$ cat src/rtl/spi_slave_pkg.sv
// spi_slave_pkg: shared status bit positions and default idle fill byte
// Used by spi_slave_port and its testbench.
package spi_slave_pkg;
    localparam int ST_RX_FULL  = 7;
    localparam int ST_TX_EMPTY = 6;
    localparam int ST_OVERRUN  = 5;
    localparam int ST_ACTIVE   = 4;
    localparam logic [7:0] DEF_IDLE_FILL = 8'hFF;
endpackage

$ cat src/rtl/spi_slave_port_if.sv
// spi_slave_port_if: CPU I/O bus between the Z80 I/O decoder and the SPI port
// din/wr_data: byte and strobe to load the TX holding register
// rd_data/rd_status: read levels; dout/oe_n: read data and its valid (low)
interface spi_slave_port_if;
    logic [7:0] din;
    logic       wr_data;
    logic       rd_data;
    logic       rd_status;
    logic [7:0] dout;
    logic       oe_n;
    modport master (output din, wr_data, rd_data, rd_status, input dout, oe_n);
    modport slave  (input din, wr_data, rd_data, rd_status, output dout, oe_n);
endinterface

$ cat src/rtl/spi_slave_port_sync_edge.sv
// sync_edge: 2-FF synchronizer with registered one-clk rise/fall pulses
// d_i: asynchronous input; q_o: synchronized level; rise_o/fall_o: edge pulses
// RST_VAL: level the chain resets to, so reset never produces a false edge.
module sync_edge #(
    parameter logic RST_VAL = 1'b0
) (
    input  logic clk,
    input  logic rst_n,
    input  logic d_i,
    output logic q_o,
    output logic rise_o,
    output logic fall_o
);
    logic s1_q, s2_q, s3_q, rise_q, fall_q;
    always_ff @(posedge clk or negedge rst_n) begin
        if (!rst_n) begin
            s1_q   <= RST_VAL;
            s2_q   <= RST_VAL;
            s3_q   <= RST_VAL;
            rise_q <= 1'b0;
            fall_q <= 1'b0;
        end else begin
            s1_q   <= d_i;
            s2_q   <= s1_q;
            s3_q   <= s2_q;
            rise_q <= s2_q & ~s3_q;
            fall_q <= ~s2_q & s3_q;
        end
    end
    assign q_o    = s2_q;
    assign rise_o = rise_q;
    assign fall_o = fall_q;
endmodule

$ cat src/rtl/spi_slave_port.sv
// spi_slave_port: SPI mode-0 responder exchanging bytes with the Z80 I/O bus
// clk/rst_n: system clock, async active-low reset
// bus: CPU side (TX holding write, RX/status read)
// spi_sclk/spi_cs_n/spi_mosi: async external master lines
// spi_miso/spi_miso_oe: slave data out and its drive enable
module spi_slave_port
    import spi_slave_pkg::*;
#(
    parameter logic [7:0] IDLE_FILL = DEF_IDLE_FILL
) (
    input  logic                   clk,
    input  logic                   rst_n,
    spi_slave_port_if.slave        bus,
    input  logic                   spi_sclk,
    input  logic                   spi_cs_n,
    input  logic                   spi_mosi,
    output logic                   spi_miso,
    output logic                   spi_miso_oe
);
    localparam logic [0:0] IDLE   = 1'b0;
    localparam logic [0:0] ACTIVE = 1'b1;

    logic sclk_lvl_unused, sclk_rise, sclk_fall;
    logic cs_lvl_unused, cs_rise, cs_fall;
    logic mosi, mosi_rise_unused, mosi_fall_unused;

    sync_edge #(.RST_VAL(1'b0)) u_sclk (
        .clk(clk), .rst_n(rst_n), .d_i(spi_sclk),
        .q_o(sclk_lvl_unused), .rise_o(sclk_rise), .fall_o(sclk_fall)
    );
    sync_edge #(.RST_VAL(1'b1)) u_cs (
        .clk(clk), .rst_n(rst_n), .d_i(spi_cs_n),
        .q_o(cs_lvl_unused), .rise_o(cs_rise), .fall_o(cs_fall)
    );
    sync_edge #(.RST_VAL(1'b0)) u_mosi (
        .clk(clk), .rst_n(rst_n), .d_i(spi_mosi),
        .q_o(mosi), .rise_o(mosi_rise_unused), .fall_o(mosi_fall_unused)
    );

    logic [0:0] state_q, state_d;
    logic [2:0] cnt_q, cnt_d;
    logic [7:0] rx_sh_q, rx_sh_d, rx_reg_q, rx_reg_d;
    logic [7:0] hold_q, hold_d, tx_sh_q, tx_sh_d;
    logic       rx_full_q, rx_full_d, ovr_q, ovr_d, tx_empty_q, tx_empty_d;
    logic       rd_prev_q, rd_fall, load;
    logic [7:0] status;

    assign rd_fall = rd_prev_q & ~bus.rd_data;

    always_comb begin
        state_d    = state_q;
        cnt_d      = cnt_q;
        rx_sh_d    = rx_sh_q;
        rx_reg_d   = rx_reg_q;
        hold_d     = hold_q;
        tx_sh_d    = tx_sh_q;
        tx_empty_d = tx_empty_q;
        // A read completing this cycle frees the RX register before any new byte lands.
        rx_full_d  = rx_full_q & ~rd_fall;
        ovr_d      = ovr_q & ~rd_fall;
        load       = 1'b0;
        if (cs_fall) begin
            state_d = ACTIVE;
            cnt_d   = 3'd0;
            load    = 1'b1;
        end else if (cs_rise) begin
            state_d = IDLE;
            cnt_d   = 3'd0;
        end else if (state_q == ACTIVE) begin
            if (sclk_rise) begin
                rx_sh_d = {rx_sh_q[6:0], mosi};
                cnt_d   = cnt_q + 3'd1;
                if (cnt_q == 3'd7) begin
                    if (rx_full_d) begin
                        ovr_d = 1'b1;
                    end else begin
                        rx_reg_d  = rx_sh_d;
                        rx_full_d = 1'b1;
                    end
                end
            end
            if (sclk_fall) begin
                if (cnt_q == 3'd0) load = 1'b1;
                else tx_sh_d = {tx_sh_q[6:0], 1'b0};
            end
        end
        // Shifter load uses the old holding value; a same-cycle write lands after it.
        if (load) begin
            tx_sh_d    = tx_empty_q ? IDLE_FILL : hold_q;
            tx_empty_d = 1'b1;
        end
        if (bus.wr_data) begin
            hold_d     = bus.din;
            tx_empty_d = 1'b0;
        end
    end

    always_ff @(posedge clk or negedge rst_n) begin
        if (!rst_n) begin
            state_q    <= IDLE;
            cnt_q      <= 3'd0;
            rx_sh_q    <= 8'h00;
            rx_reg_q   <= 8'h00;
            hold_q     <= 8'h00;
            tx_sh_q    <= IDLE_FILL;
            rx_full_q  <= 1'b0;
            ovr_q      <= 1'b0;
            tx_empty_q <= 1'b1;
            rd_prev_q  <= 1'b0;
        end else begin
            state_q    <= state_d;
            cnt_q      <= cnt_d;
            rx_sh_q    <= rx_sh_d;
            rx_reg_q   <= rx_reg_d;
            hold_q     <= hold_d;
            tx_sh_q    <= tx_sh_d;
            rx_full_q  <= rx_full_d;
            ovr_q      <= ovr_d;
            tx_empty_q <= tx_empty_d;
            rd_prev_q  <= bus.rd_data;
        end
    end

    always_comb begin
        status              = 8'h00;
        status[ST_RX_FULL]  = rx_full_q;
        status[ST_TX_EMPTY] = tx_empty_q;
        status[ST_OVERRUN]  = ovr_q;
        status[ST_ACTIVE]   = state_q == ACTIVE;
    end

    assign bus.dout    = bus.rd_data ? rx_reg_q : bus.rd_status ? status : 8'h00;
    assign bus.oe_n    = ~(bus.rd_data | bus.rd_status);
    assign spi_miso    = tx_sh_q[7];
    assign spi_miso_oe = state_q == ACTIVE;
endmodule

$ cat src/flat_wrapper.sv
// flat-port wrapper written by rule: the top's interface ports become plain ports
module spi_slave_port_flat import spi_slave_pkg::*;
#(
    parameter logic [7:0] IDLE_FILL = DEF_IDLE_FILL
)
  (clk, rst_n, spi_sclk, spi_cs_n, spi_mosi, spi_miso, spi_miso_oe, bus_din, bus_wr_data, bus_rd_data, bus_rd_status, bus_dout, bus_oe_n);
  spi_slave_port_if bus_i ();
  input  logic clk;
  input  logic rst_n;
  input  logic spi_sclk;
  input  logic spi_cs_n;
  input  logic spi_mosi;
  output logic spi_miso;
  output logic spi_miso_oe;
  input wire logic [$bits(bus_i.din)-1:0] bus_din;
  input wire logic [$bits(bus_i.wr_data)-1:0] bus_wr_data;
  input wire logic [$bits(bus_i.rd_data)-1:0] bus_rd_data;
  input wire logic [$bits(bus_i.rd_status)-1:0] bus_rd_status;
  output wire logic [$bits(bus_i.dout)-1:0] bus_dout;
  output wire logic [$bits(bus_i.oe_n)-1:0] bus_oe_n;
  assign bus_i.din = bus_din;
  assign bus_i.wr_data = bus_wr_data;
  assign bus_i.rd_data = bus_rd_data;
  assign bus_i.rd_status = bus_rd_status;
  assign bus_dout = bus_i.dout;
  assign bus_oe_n = bus_i.oe_n;
  spi_slave_port #(.IDLE_FILL(IDLE_FILL)) u_core (.clk(clk), .rst_n(rst_n), .bus(bus_i), .spi_sclk(spi_sclk), .spi_cs_n(spi_cs_n), .spi_mosi(spi_mosi), .spi_miso(spi_miso), .spi_miso_oe(spi_miso_oe));
endmodule
$ cat config.mk
export PLATFORM = sky130hd
export DESIGN_NAME = spi_slave_port_flat
export DESIGN_NICKNAME = d
export VERILOG_FILES = /design/src/rtl/spi_slave_pkg.sv /design/src/rtl/spi_slave_port_if.sv /design/src/rtl/spi_slave_port_sync_edge.sv /design/src/rtl/spi_slave_port.sv /design/src/flat_wrapper.sv
export SDC_FILE = /design/constraint.sdc
export NUM_CORES = 1
export LEC_CHECK = 0
export ABC_AREA = 1
export BUFFER_PORTS_ARGS = -buffer_cell sky130_fd_sc_hd__buf_2
export CAP_MARGIN = 30
export CORE_MARGIN = 4
export CORE_UTILIZATION = 35
export CTS_CLUSTER_SIZE = 16
export DETAILED_ROUTE_END_ITERATION = 8
export PLACE_DENSITY = 0.59
export SYNTH_ARGS = -nofsm -noshare
export SYNTH_HDL_FRONTEND = slang
export SYNTH_SLANG_ARGS = --single-unit
$ cat constraint.sdc
create_clock -name clk -period 1.3 [get_ports clk]
set_input_delay 0.065 -clock clk [delete_from_list [all_inputs] [get_ports clk]]
set_output_delay 0.065 -clock clk [all_outputs]
set_load 0.01 [all_outputs]
==> impl_metrics.tcl <==
set metrics [dict create \
    post-route-util 0.458 \
    grt_pass1_wl_um 7060 \
    viasPerCell 4.45 \
    critical_path_arrival_ps 1220 \
    status "finished clean" \
    hold_viol 0 \
    netlist_area_um2 2220 \
    rsz0062_at_grt "yes" \
    vias 1674 \
    period_share 0.991 \
    nNetsFinal 319 \
    yosys.cell_types.count 23 \
    numCtsBuffers 5 \
    synthesis.nets 266 \
    place_congestion 0.776 \
    antenna_cells 0 \
    synth_top_area_cell "dfrtp_1" \
    powerDensity_nw_per_um2 1190 \
    clock_sinks 51 \
    drc_errors 0 \
    grt_start_max_net_pins 21 \
    ys_top_cells_by_area "dfrtp_1 44%, nand2_1 15%, dfstp_2 14%, inv_1 5.1%, nand3_1 4.1%" \
    required_ps 1240 \
    worst_r2r_endpoint "u_core.rx_sh_q[3]$_DFFE_PN0P_" \
    clk_path_buf_depth 2 \
    worstMarginPinSlew_ps 407 \
    drt_wl_total_um 4130 \
    portBuffers 26 \
    crit_slowest_cell "dfstp_2" \
    ir_drop_uv 624 \
    initial_core_util 0.368 \
    rr_startpoint "u_core.u_cs.rise_o$_DFF_PN0_" \
    std_cell_rows 28 \
    core_um2 6030 \
    syn_avg_cell_area_um2 8.98 \
    end_kind "output pin" \
    yosys_warnings 0 \
    grt_overflow 0 \
    first_global_vias 1603 \
    htree_levels 2 \
    wl_per_cell_um 11.0 \
    first_pass_iters 6 \
    maxCapViolCount 0 \
    relSlewSlack 0.729 \
    cp-start-kind "flop" \
    path_cells "clkinvlp_4, o21ai_2, buf_2" \
    r2r_slack_ps 90 \
    clkTransAtPathRegs_ps 90 \
    drive_gt1_frac 0.249 \
    dieHeight_um 87.6 \
    fmax_mhz 776 \
    clk-insertion-delay-late_ps 300 \
    r2r_cells 7 \
    leakage_uw 0.00148 \
    slowest_delay_ps 560 \
    area_delta_synth_final_pct 24.5 \
    cts_tree "built" \
    drt_first_iter_violations 75 \
    slew_violations 0 \
    cts-root-buf "clkbuf_8" \
    cp_max_fo 2 \
    yosysSeqAreaShare 0.582 \
    die_w_um 87.6 \
    fin_skew_ps 4.66 \
    place_hpwl_um 2940 \
    antenna_found_initial 0 \
    syn_inst 247 \
    grt_usage 0.115 \
    yosys.area.top_type_share 0.440 \
    whs_endpoint "u_core.hold_q[0]$_DFFE_PN0P_" \
    hold_depth 3 \
    io-pin-count 27 \
    worstSetupPathType "flop to output pin" \
    final-setup-viol-count 0 \
    hp-class "input port to flop" \
    whs_ps 95.6 \
    antenna_left 0 \
    die_area_um2 7670 \
    hp-start "bus_wr_data" \
    synth.ff_latch_count 51 \
    fin_crit_ps 1290 \
]
## cell type report
class / instances / area (um^2)
Multi-Input combinational cell: 156 / 768
Sequential cell: 51 / 1290
Fill cell: 614 / 3260
Inverter: 34 / 136
Tap cell: 75 / 93.8
Timing Repair Buffer: 52 / 387
Clock inverter: 2 / 12.5
Clock buffer: 6 / 72.6
## cells by family after synthesis
logic type                 after synthesis  synth area share
buffers and inverters                   40            0.0796
DFF                                     51             0.582
adders and majority gates                3            0.0169
AOI/OAI and AO/OA                       15            0.0350
and+or+nand+nor                        138             0.286
## state kept, by name, indices dropped and copies added (netlist names), 3 cells and up
| signal | count |
|---|---|
| u_core.rx_sh_q | 7 |
| u_core.cnt_q | 3 |
| u_core.tx_sh_q | 8 |
| u_core.rx_reg_q | 8 |
| u_core.hold_q | 8 |
## cells in the mapped netlist
library cell	n
nand3b_1	5
nand2_4	2
o21ai_0	10
nor2_1	8
dfrtp_1	39
inv_2	2
buf_6	2
inv_4	2
nand3_1	18
clkbuf_1	1
ha_1	3
nand2_2	4
a21boi_0	1
nand3_2	1
inv_1	30
dfstp_2	12
nand4_1	9
buf_4	1
nand2_1	89
o21ai_1	4
nor2_4	1
nand3_4	1
buf_2	2
## per-stage QoR
stage                     setup slack (ps)  instances  power (uW)  cell area [um^2]  TNS, ps
after floorplan                       95.7        247        2190              2220        0
after global placement                34.9        349        2360              2470        0
after detailed placement             -21.6        349        2370              2470    -99.0
after CTS                            -28.4        372        3310              2720    -28.4
after global routing                 -78.3        376        3480              2760    -88.8
final                                 11.6        376        3290              2760        0
## worst max path at each step
stage                                             start                             end  slack, ps
after CTS                 u_core.tx_empty_q$_DFFE_PN1P_                     bus_dout[6]        -30
after detailed placement    u_core.cnt_q[0]$_DFFE_PN0P_  u_core.rx_reg_q[5]$_DFFE_PN0P_        -20
final                     u_core.tx_empty_q$_DFFE_PN1P_                     bus_dout[6]         10
after global routing      u_core.tx_empty_q$_DFFE_PN1P_                     bus_dout[6]        -80
after floorplan             u_core.cnt_q[0]$_DFFE_PN0P_          u_core.ovr_q$_DFF_PN0_        100
after global placement      u_core.cnt_q[0]$_DFFE_PN0P_  u_core.rx_reg_q[5]$_DFFE_PN0P_         30
## cell usage in the layout (no fill, tap or decap), types with 9 or more instances in the layout
master	instances
dfstp_2	12
nand4_1	9
inv_1	29
nand2_1	88
buf_4	10
nand3_1	18
buf_2	26
o21ai_0	9
dfrtp_1	39
dlygate4sd3_1	13
## power breakdown
part	total (uW)	switching [uW]	internal, uW	leakage, uW
Sequential	1900	99.9	1800	0.000631
Combinational	493	274	220	0.000806
Clock	895	517	377	0.0000412
Total	3290	891	2400	0.00148
## worst max-delay path, delay by kind of cell (launching register included)
kind                   cells  cell delay (ps)
AOI/OAI and AO/OA          1              120
buffers and inverters      2              240
DFF                        1              560
## routing by layer
layer | vias up | global-route usage | wire length (um)
met5 | - | 0 | 0
met4 | 0 | 0.0377 | 65
met3 | 6 | 0.0263 | 145
met2 | 26 | 0.175 | 1800
met1 | 769 | 0.164 | 2120
li1 | 873 | - | -
## timing repair
| action | CTS | global route |
|---|---|---|
| pin swaps | 1 | 2 |
| hold buffers | 13 | 0 |
| setup endpoints to repair | 10 | 18 |
| setup buffers | 2 | 4 |
| resized for setup | 4 | 3 |
| endpoints found under the hold margin | 22 | 0 |
(Power assumes the default switching activity.)
